File: src/rtl/led_array_ctrl.sv
// led_array_ctrl: N_LED-channel LED driver. Each channel is OFF, DIRECT, PWM
// or BLINK. Config goes into a shadow copy, and the shadow is copied into the
// active set only at PWM frame boundaries, so outputs never glitch mid-frame.
module led_array_ctrl #(
  parameter  int N_LED    = 16,
  parameter  int PWM_W    = 8,
  parameter  int PRESC    = 100,
  parameter  int BLINK_FR = 64,
  localparam int AW       = (N_LED > 1) ? $clog2(N_LED) : 1
) (
  input  logic             CLK,
  input  logic             RST_N,
  input  logic [N_LED-1:0] LED_I,
  input  logic             CFG_WE,
  input  logic [AW-1:0]    CFG_ADDR,
  input  logic [1:0]       CFG_MODE,
  input  logic [PWM_W-1:0] CFG_DUTY,
  output logic             CFG_ACK,
  output logic [N_LED-1:0] LED_O,
  output logic             FRAME_O
);

  localparam int PC_W = (PRESC > 1) ? $clog2(PRESC) : 1;
  localparam int BF_W = (BLINK_FR > 1) ? $clog2(BLINK_FR) : 1;

  typedef enum logic [1:0] {
    MODE_OFF    = 2'b00,
    MODE_DIRECT = 2'b01,
    MODE_PWM    = 2'b10,
    MODE_BLINK  = 2'b11
  } mode_e;

  logic [PC_W-1:0]  pc;
  logic [PWM_W-1:0] pwm;
  logic [BF_W-1:0]  bf;
  logic             phase;
  logic             step;
  logic             frame;
  logic             wr_ok;

  mode_e            shd_mode [N_LED];
  logic [PWM_W-1:0] shd_duty [N_LED];
  mode_e            act_mode [N_LED];
  logic [PWM_W-1:0] act_duty [N_LED];
  logic [N_LED-1:0] led_nxt;

  assign step  = (pc == PC_W'(PRESC - 1));
  assign frame = step && (pwm == '1);
  assign wr_ok = CFG_WE && ({{(32-AW){1'b0}}, CFG_ADDR} < N_LED);

  // Prescaler, PWM step counter and blink frame counter / phase.
  always_ff @(posedge CLK or negedge RST_N) begin
    if (!RST_N) begin
      pc    <= '0;
      pwm   <= '0;
      bf    <= '0;
      phase <= 1'b1;
    end else begin
      if (step) begin
        pc  <= '0;
        pwm <= pwm + 1'b1;
      end else begin
        pc  <= pc + 1'b1;
      end
      if (frame) begin
        if (bf == BF_W'(BLINK_FR - 1)) begin
          bf    <= '0;
          phase <= ~phase;
        end else begin
          bf <= bf + 1'b1;
        end
      end
    end
  end

  // Shadow writes and frame-boundary load of the active set. The active load
  // samples the pre-edge shadow, so a write in the frame cycle waits a frame.
  always_ff @(posedge CLK or negedge RST_N) begin
    if (!RST_N) begin
      CFG_ACK <= 1'b0;
      for (int unsigned i = 0; i < N_LED; i++) begin
        shd_mode[i] <= MODE_OFF;
        shd_duty[i] <= '0;
        act_mode[i] <= MODE_OFF;
        act_duty[i] <= '0;
      end
    end else begin
      CFG_ACK <= wr_ok;
      if (wr_ok) begin
        shd_mode[CFG_ADDR] <= mode_e'(CFG_MODE);
        shd_duty[CFG_ADDR] <= CFG_DUTY;
      end
      if (frame) begin
        for (int unsigned i = 0; i < N_LED; i++) begin
          act_mode[i] <= shd_mode[i];
          act_duty[i] <= shd_duty[i];
        end
      end
    end
  end

  // Per-channel next LED value from the active configuration.
  always_comb begin
    led_nxt = '0;
    for (int unsigned i = 0; i < N_LED; i++) begin
      unique case (act_mode[i])
        MODE_OFF:    led_nxt[i] = 1'b0;
        MODE_DIRECT: led_nxt[i] = LED_I[i];
        MODE_PWM:    led_nxt[i] = (pwm < act_duty[i]);
        MODE_BLINK:  led_nxt[i] = (pwm < act_duty[i]) && phase;
        default:     led_nxt[i] = 1'b0;
      endcase
    end
  end

  // Registered LED drive and frame-boundary pulse.
  always_ff @(posedge CLK or negedge RST_N) begin
    if (!RST_N) begin
      LED_O   <= '0;
      FRAME_O <= 1'b0;
    end else begin
      LED_O   <= led_nxt;
      FRAME_O <= frame;
    end
  end

endmodule

File: config.mk
export PLATFORM = sky130hd
export DESIGN_NAME = led_array_ctrl
export DESIGN_NICKNAME = d
export VERILOG_FILES = /design/src/rtl/led_array_ctrl.sv
export SDC_FILE = /design/constraint.sdc
export NUM_CORES = 1
export LEC_CHECK = 0
export ABC_AREA = 0
export BUFFER_PORTS_ARGS = -buffer_cell sky130_fd_sc_hd__buf_4
export CAP_MARGIN = 20
export CORE_MARGIN = 5
export CORE_UTILIZATION = 56
export DETAILED_ROUTE_END_ITERATION = 12
export PLACE_DENSITY = 0.78
export SYNTH_ARGS = -nofsm -noshare
export SYNTH_HDL_FRONTEND = slang
export SYNTH_SLANG_ARGS = --single-unit
File: constraint.sdc
create_clock -name CLK -period 1.82 [get_ports CLK]
set_input_delay 0.364 -clock CLK [delete_from_list [all_inputs] [get_ports CLK]]
set_output_delay 0.364 -clock CLK [all_outputs]
set_load 0.005 [all_outputs]
* Word-level counts from Yosys, hierarchy flattened
Index checks and enable logic that the tools add are counted.
Storage, ports and cells: bits in registers 360, input port bits 33, word-level logic and storage cells 204
Operators by class: equal/unequal tests 51, order comparisons 18, reductions and logical operators 35, bitwise gates (word level) 2, add/sub/neg operators 3, muxes and demuxes 24
Operators by type and width (number):
- 128-bit bitwise mux | 1
- 8-bit less-than comparator | 16
- 2-bit equality test (second input constant) | 32
- 1-bit one-hot mux with 4 select lines | 16
- 32-bit bitwise mux | 1
- 8-bit demux with 4-bit select | 1
- 2-bit by 1-bit equality test with 1-bit output (second input constant) | 16
- 2-bit logical NOT | 16
- 1-bit logical AND | 18
- 8-bit by 1-bit adder with 8-bit output (second input constant) | 1
- 2-bit demux with 4-bit select | 1
- 8-bit equality test (second input constant) | 1
- 8-bit 2-to-1 mux | 1
- 7-bit by 1-bit adder with 7-bit output (second input constant) | 1
- 7-bit equality test (second input constant) | 1
- 7-bit 2-to-1 mux | 1
- 6-bit by 1-bit adder with 6-bit output (second input constant) | 1
- 6-bit equality test (second input constant) | 1
- 6-bit 2-to-1 mux | 1
- 5-bit greater-or-equal comparator (second input constant) | 1
- 5-bit by 1-bit less-than comparator with 1-bit output (second input constant) | 1
- 4-bit NOT with 5-bit output | 1
- 2-bit 2-to-1 mux | 1
- 2-bit AND reduction | 1
- 1-bit NOT | 1

* Logic depth before layout (Yosys ltp)
Gate-level depths: netlist (run 1).
word-level depth 6, mapped depth 9, depth with buffers taken out 6

* Worst setup path before layout (run 1)
Ideal clock, no wire load.
path type register -> register, from register pwm[5], to register LED_O[8], required time 1743 ps, library setup time 77 ps, path buffers 0, arrival 1893 ps, setup slack -149 ps, clock period less this slack 1969 ps, cell stages (with the launch flop) 6, cells stage by stage dfrtp_1 ha_1 a21oi_1 o21ai_0 or4b_2 o21ai_1
Between the ends: cells in the longest elaborated chain, start to end 3
Ends and longest elaborated chain:
- from (decl) | RTL line 34 | logic [PWM_W-1:0] pwm;
- from (signal assigned) | RTL line 61 | pwm <= pwm + 1'b1;
- 8-bit less-than comparator (*) | RTL line 109, 110
- 1-bit logical AND | RTL line 110 | MODE_BLINK: led_nxt[i] = (pwm < act_duty[i]) && phase;
- 1-bit one-hot mux with 4 select lines (*) | RTL line 106 | unique case (act_mode[i])
- via led_nxt[8] | RTL line 45 | logic [N_LED-1:0] led_nxt;
- to (signal assigned) | RTL line 122 | LED_O <= led_nxt;
- to (decl) | RTL line 19 | output logic [N_LED-1:0] LED_O,
The timed path passes the listed nets; every way through them passes the cells marked *. A chain may end at the register's enable or synchronous reset.

* Final worst setup path (run 1)
from register pwm[5], to register bf[4]
Between the ends: cells in the longest elaborated chain, start to end 2
Ends and longest elaborated chain:
- 8-bit equality test | RTL line 48 | assign frame = step && (pwm == '1);
- 1-bit logical AND | RTL line 48
- to (signal assigned) | RTL line 70 | bf <= bf + 1'b1;
- to (decl) | RTL line 35 | logic [BF_W-1:0] bf;
No other way between the ends.

==> results of run 1 <==
==> routing by layer <==
metal | GRT usage | share of wire | vias up
met3 | 0.04784 | 0.071 | 118
met1 | 0.3213 | 0.41 | 5949
li1 | - | - | 5305
met2 | 0.3919 | 0.48 | 414
met5 | 0 | 0.00065 | -
met4 | 0.07986 | 0.036 | 4
==> path summary, 6_finish.rpt <==
kind / slack [ps] / to / from / cells past startpoint
max: -50 / bf[4] / pwm[5] / 7
max in group asynchronous: 800 / shd_duty[121] / RST_N / 3
min in group asynchronous: 340 / shd_duty[3] / RST_N / 2
min reg2reg: 460 / pc[0] / pc[0] / 1
max reg2reg: -50 / bf[4] / pwm[5] / 7
min: 30 / CFG_ACK / CFG_WE / 1
==> cell type report <==
cell class              instances  share of cell area
diodes                          3           0.0003771
clock inverters                11            0.009992
well taps                     390             0.02451
multi-input cells             953              0.3566
repair buffers                136             0.07359
inverters                     123             0.02319
clock buffers                  61             0.05876
flip-flops and latches        360              0.4529
==> kinds of logic (layout without fill, tap and decap cells) <==
kind of cell | after synthesis | after routing | share of synthesized area
multiplexers | 161 | 161 | 0.1153
AND/OR/NAND/NOR | 449 | 449 | 0.1272
other | 0 | 3 | 0
AO/OA/AOI/OAI | 215 | 215 | 0.07051
flip-flops | 360 | 360 | 0.5396
buffers and inverters | 183 | 331 | 0.05440
adder cells (fa/ha/maj) | 115 | 115 | 0.08617
XOR/XNOR | 13 | 13 | 0.006819
==> cells in the mapped netlist (2+ instances only) <==
master and n:
buf_6 16, nand3b_1 14, o211ai_1 9, nand4_1 5
mux2_4 30, a2111oi_0 2, nor3_1 36, nor2_1 15
nor2_4 2, nor2b_1 7, xor2_1 2, clkbuf_1 10
and4_1 4, mux2_2 129, nor2_2 7, a21oi_1 30
buf_4 8, nand4b_1 9, o21ai_0 118, nand2b_1 18
clkbuf_2 3, o21ai_1 30, nor4b_1 5, o31ai_1 9
inv_1 123, dfrtp_1 359, buf_2 13, or3_1 5
dlygate4sd1_1 9, xnor2_1 11, ha_1 115, or4b_2 2
a21boi_0 9, and3b_1 5, nand3b_4 2, nand3_1 6
and3_1 8, a2bb2oi_1 5, mux2_1 2, nand2_1 294
==> registers in the layout (all words and copies together), names as in the netlist <==
name,flops
pc,7
act_duty,128
act_mode,32
shd_duty,128
FRAME_O,1
phase,1
shd_mode,32
LED_O,16
bf,6
CFG_ACK,1
pwm,8
==> power by group through the flow <==
stage / clock network, mW / logic [mW] / registers (mW)
global route: 8.76 / 1.47 / 9.37
global placement: 0 / 1.28 / 9.34
detailed placement: 0 / 1.34 / 9.39
CTS: 8.42 / 1.36 / 9.26
floorplan: 0 / 0.905 / 9.27
finish: 8.35 / 1.35 / 9.28
==> stage by stage <==
stage,hold WS [ps],std cells,util
2_1_floorplan,68.41,1496,-
3_3_place_gp,307.5,1936,0.6024
3_5_place_dp,305.6,1936,0.6024
4_1_cts,15.32,2022,0.6577
5_1_grt,22.24,2035,0.6734
6_report,33.46,2037,0.6735
==> placed cells by master, fill, tap and decap left out, drive strengths merged, types with 4 or more instances in the layout <==
master / count
clkbuf: 68
nand4b: 9
a21boi: 9
a2bb2oi: 5
and3: 8
o21ai: 148
and4: 4
and3b: 5
nand2b: 18
xnor2: 11
buf: 128
inv: 125
nor2: 24
a21oi: 30
nand2: 294
dfrtp: 359
clkinv: 4
nor4b: 5
nand4: 6
nand3b: 16
o31ai: 9
ha: 115
nor3: 37
o211ai: 9
or3: 5
nor2b: 7
mux2: 161
bufinv: 5
nand3: 7
==> critical path: cells and delay by family, from the launching register on <==
kind	cells	cell delay [ps]
simple gates	3	630
flops	1	460
buf+inv	3	450
xor+xnor	1	220
==> repair_timing <==
item / CTS / global route
setup endpoints to repair: 119 / 121
hold buffers: 1 / 0
pin swaps: 8 / 16
cloned: 0 / 8
endpoints found under the hold margin: 32 / 0
setup buffers: 13 / 6
gates resized for setup: 27 / 48
==> flow_summary.yaml, run 1 <==
die:
  core_um2: 29560
  num_io_pins: 51
  die_h_um: 182.7
  placementRows: 63
  fp.dieW_um: 182.7
  initial_core_util: 0.5649
  dieArea_um2: 33370
placement:
  place_area_um2: 17810
  dp_slack_ps: -67.35
  dp_hpwl_um: 24210
  finalWeightedCongestion: 0.8166
  portBuffers: 50
cells_and_area:
  area_growth_pct: 19.24
  drive_above_1_share: 0.2561
  multi_input_area_um2: 7101
  ff_latch_area_um2: 9017
  fillers: 2023
  final_nets: 1761
  final_area_um2: 19910
sta:
  final.setup.worst_slack_ps: -45.69
  skew_ps: 24.65
  period_share: 1.025
  hold_viol: 0
  setup_violations: 3
  final.setup.tns_ps: -107.0
  max_freq_mhz: 536.0
  rsz0062_at_grt: "yes"
  slew_headroom: 0.6534
  finalCriticalPeriod_ps: 1866
  worst_pin_slew_ps: 506.8
  drv_slew: 0
power:
  clkPwrFrac: 0.440
  intPower_mw: 14.79
  pwr-share-comb: 0.071
  power.density_nw_per_um2: 953.2
  power_switching_mw: 4.190
  seq_power_share: 0.489
  p_leak_nw: 9.312
  switching_share: 0.2208
  finalPower_mw: 18.98
  vdd_drop_max_mv: 0.7144
worst_setup_path:
  cp-start-kind: "register"
  endpoint_kind: "register"
  max_stage_delay_ps: 460
  worstPathArrival_ps: 2290
  path_cells: "buf_12, and4_4, and4_4, buf_12, buf_4, nand2_1, xnor2_1"
  cp_max_fo: 6
  cp.required_ps: 2250
  critPathKind: "reg2reg"
  slowest_stage: "dfrtp_2"
grt:
  gr-usage-all-layers: 0.2390
  grt_max_degree: 95
  grt_pass1_wl_um: 63220
  gr-total-overflow: 0
  antenna_found_initial: 4
  first_global_vias: 11880
logic_synthesis:
  yosysSeqAreaShare: 0.5396
  ys_async_sr_fraction: 1.000
  yosysWarnings: 0
  ys_types: 50
  netlist_area_um2: 16700
  yosys_register_bits: 360
  synth_top_area_frac: 0.5380
  synth.avg_cell_area_um2: 11.16
  postSynthNetCount: 1644
  synthFlopType: "dfrtp_1"
  synth-edff-count: 0
  synthCells: 1496
  yosysTopAreaCell: "dfrtp_1"
  synthTopCellsByArea: "dfrtp_1 (54%), mux2_2 (8.7%), ha_1 (8.6%), nand2_1 (6.6%), o21ai_0 (3.5%)"
clock_tree:
  clk_latency_ps: 540
  root_buffer: "clkbuf_16"
  cts_buffers: 39
  cts.htree.levels: 2
  path_clk_slew_ps: 60
  numClockSinks: 360
  cts_tree: "done"
  cts.path.max_buffers: 3
routing:
  ant_nets: 0
  drt_first_pass_iters: 5
  via_count: 11790
  drcViolationCount: 0
  wire_per_inst_um: 20.50
  via_per_inst: 5.788
  totalWireLength_um: 41750
  drt_iter0_markers: 998
run:
  drv_cap: 0
min_path:
  worstHoldPathType: "in2reg"
run_status:
  outcome: "finished, violations left"
  violations: "negative setup slack"
Power figures use the tool's default switching activity.
==> run 2, diff against run 1 <==
--- a/config.mk
+++ b/config.mk
@@ -6,11 +6,11 @@
 export NUM_CORES = 1
 export LEC_CHECK = 0
 export ABC_AREA = 0
-export BUFFER_PORTS_ARGS = -buffer_cell sky130_fd_sc_hd__buf_4
 export CAP_MARGIN = 20
-export CORE_MARGIN = 5
-export CORE_UTILIZATION = 56
+export CORE_MARGIN = 2
+export CORE_UTILIZATION = 58
 export DETAILED_ROUTE_END_ITERATION = 12
+export DONT_BUFFER_PORTS = 1
 export PLACE_DENSITY = 0.78
 export SYNTH_ARGS = -nofsm -noshare
 export SYNTH_HDL_FRONTEND = slang
==> flow_summary.yaml, run 2 (synthesis results as in run 1) <==
run_status:
  outcome: "finished, violations left"
  violations: "negative hold slack, negative setup slack"
worst_setup_path:
  cp_max_fo: 6
  cp-start-kind: "register"
  max_stage_delay_ps: 480
  slowest_stage: "dfrtp_2"
  timing.rr.end: "LED_O[5]"
  ff2ff_setup_slack_ps: -70
  cp.required_ps: 2220
  r2r_start: "pwm[7]"
  critPathKind: "reg2reg"
  path_cells: "buf_4, ha_1, nand2_1, nor3_1, a21boi_1, o31ai_1"
  rr_worst_depth: 6
  worstPathArrival_ps: 2280
  cp.buffers_inverters: 1
  endpoint_kind: "register"
  critical_path.top_delay_family: "flip-flops"
sta:
  final.setup.tns_ps: -94.37
  period_share: 1.037
  finalCriticalPeriod_ps: 1887
  worst_pin_slew_ps: 1196
  max_freq_mhz: 530.0
  finalHoldWorstSlack_ps: -462.7
  hold_viol: 360
  slew_headroom: 0.2000
  rsz0062_at_grt: "yes"
  setup_violations: 4
  drv_slew: 0
  skew_ps: 22.16
  final.setup.worst_slack_ps: -66.92
cells_and_area:
  biggestRegsByFlops: "act_duty (128), shd_duty (128)"
  fillers: 2091
  final_area_um2: 19000
  final_nets: 1707
  final_common_cell: "dfrtp_1"
  layout.cells.non_filler: 1974
  drive_above_1_share: 0.1991
  final_cell_mix: "dfrtp_1 (354), nand2_1 (293), mux2_2 (129)"
  area_growth_pct: 13.78
  multi_input_area_um2: 6833
  ff_latch_area_um2: 9016
  fin_util: 0.6655
placement:
  finalWeightedCongestion: 0.7953
  dp_hpwl_um: 22250
  dp_slack_ps: -24.36
  portBuffers: 0
  place_area_um2: 17200
  placed_cells: 1866
power:
  power.density_nw_per_um2: 966.1
  finalPower_mw: 18.35
  seq_power_share: 0.505
  intPower_mw: 14.35
  clkPwrFrac: 0.433
  pwr-share-comb: 0.061
  power_switching_mw: 4.006
  vdd_drop_max_mv: 0.7935
  switching_share: 0.2183
  p_leak_nw: 8.897
routing:
  totalWireLength_um: 40110
  drt_iter0_markers: 959
  drt_first_pass_iters: 5
  drcViolationCount: 0
  via_count: 11350
  ant_nets: 0
  wire_per_inst_um: 20.32
  via_per_inst: 5.752
die:
  initial_core_util: 0.5849
  fp.dieW_um: 173.7
  placementRows: 62
  num_io_pins: 51
  die_h_um: 173.7
  core_um2: 28550
  dieArea_um2: 30160
clock_tree:
  path_clk_slew_ps: 60
  root_buffer: "clkbuf_16"
  hold_buffers: 19
  cts_buffers: 39
  cts_tree: "done"
  cts.htree.levels: 2
  numClockSinks: 360
  clk_latency_ps: 540
  cts.path.max_buffers: 3
min_path:
  worstHoldPathType: "in2async"
grt:
  grt_util_met1: 0.3521
  grtUsageMet2: 0.4158
  antenna_found_initial: 5
  grt_pass1_wl_um: 60370
  globalRoute.busiestLayer: "met2"
  gr-usage-met3: 0.04364
  gr-total-overflow: 0
  grt_max_degree: 361
  gr-usage-all-layers: 0.2545
  first_global_vias: 11360
run:
  drv_cap: 0
[run 2: changes by cell type in the layout (fill, tap and decap cells not counted), sizes merged]
cell / delta
dlygate4sd3: +15
buf: -66
clkinv: -2
clkbuf: -1
bufinv: -3
[run 2: area by class of cell]
class	count	share of cell area
Clock inverter	6	0.005203
Inverter	123	0.02430
Tap cell	384	0.02529
Clock buffer	63	0.06250
Antenna cell	3	0.0003952
Sequential cell	360	0.4746
Multi-Input combinational cell	953	0.3597
Timing Repair Buffer	82	0.04808
[run 2: worst max path at each step]
| stage | from | to | cells after the start |
|---|---|---|---|
| finish | pwm[7] | LED_O[5] | 6 |
| detailed placement | pwm[4] | LED_O[4] | 6 |
| CTS | pwm[7] | act_duty[85] | 6 |
| global placement | pwm[4] | LED_O[4] | 6 |
| global route | pwm[2] | LED_O[5] | 6 |
| floorplan | pwm[5] | LED_O[8] | 5 |
[run 2: power by group through the flow]
stage | clock [mW] | sequential (mW) | combinational (mW)
floorplan | 0 | 9.27 | 0.905
global placement | 0 | 9.34 | 0.915
detailed placement | 0 | 9.39 | 0.964
CTS | 8.00 | 9.25 | 1.12
global route | 8.37 | 9.36 | 1.20
finish | 7.96 | 9.28 | 1.12
[run 2: per-layer routing]
metal  wire, um  vias to the layer above  part of all wire
met3       3028                       81             0.075
met4       1134                        0             0.028
met2      19240                      351              0.48
li1           -                     5171                 -
met5          0                        -                 0
met1      16710                     5751              0.42
[run 2: what timing repair did]
| action | CTS | global route |
|---|---|---|
| resized for setup | 3 | 21 |
| cloned | 0 | 6 |
| setup buffers | 3 | 7 |
| setup endpoints to repair | 7 | 130 |
| endpoints found under the hold margin | 525 | 360 |
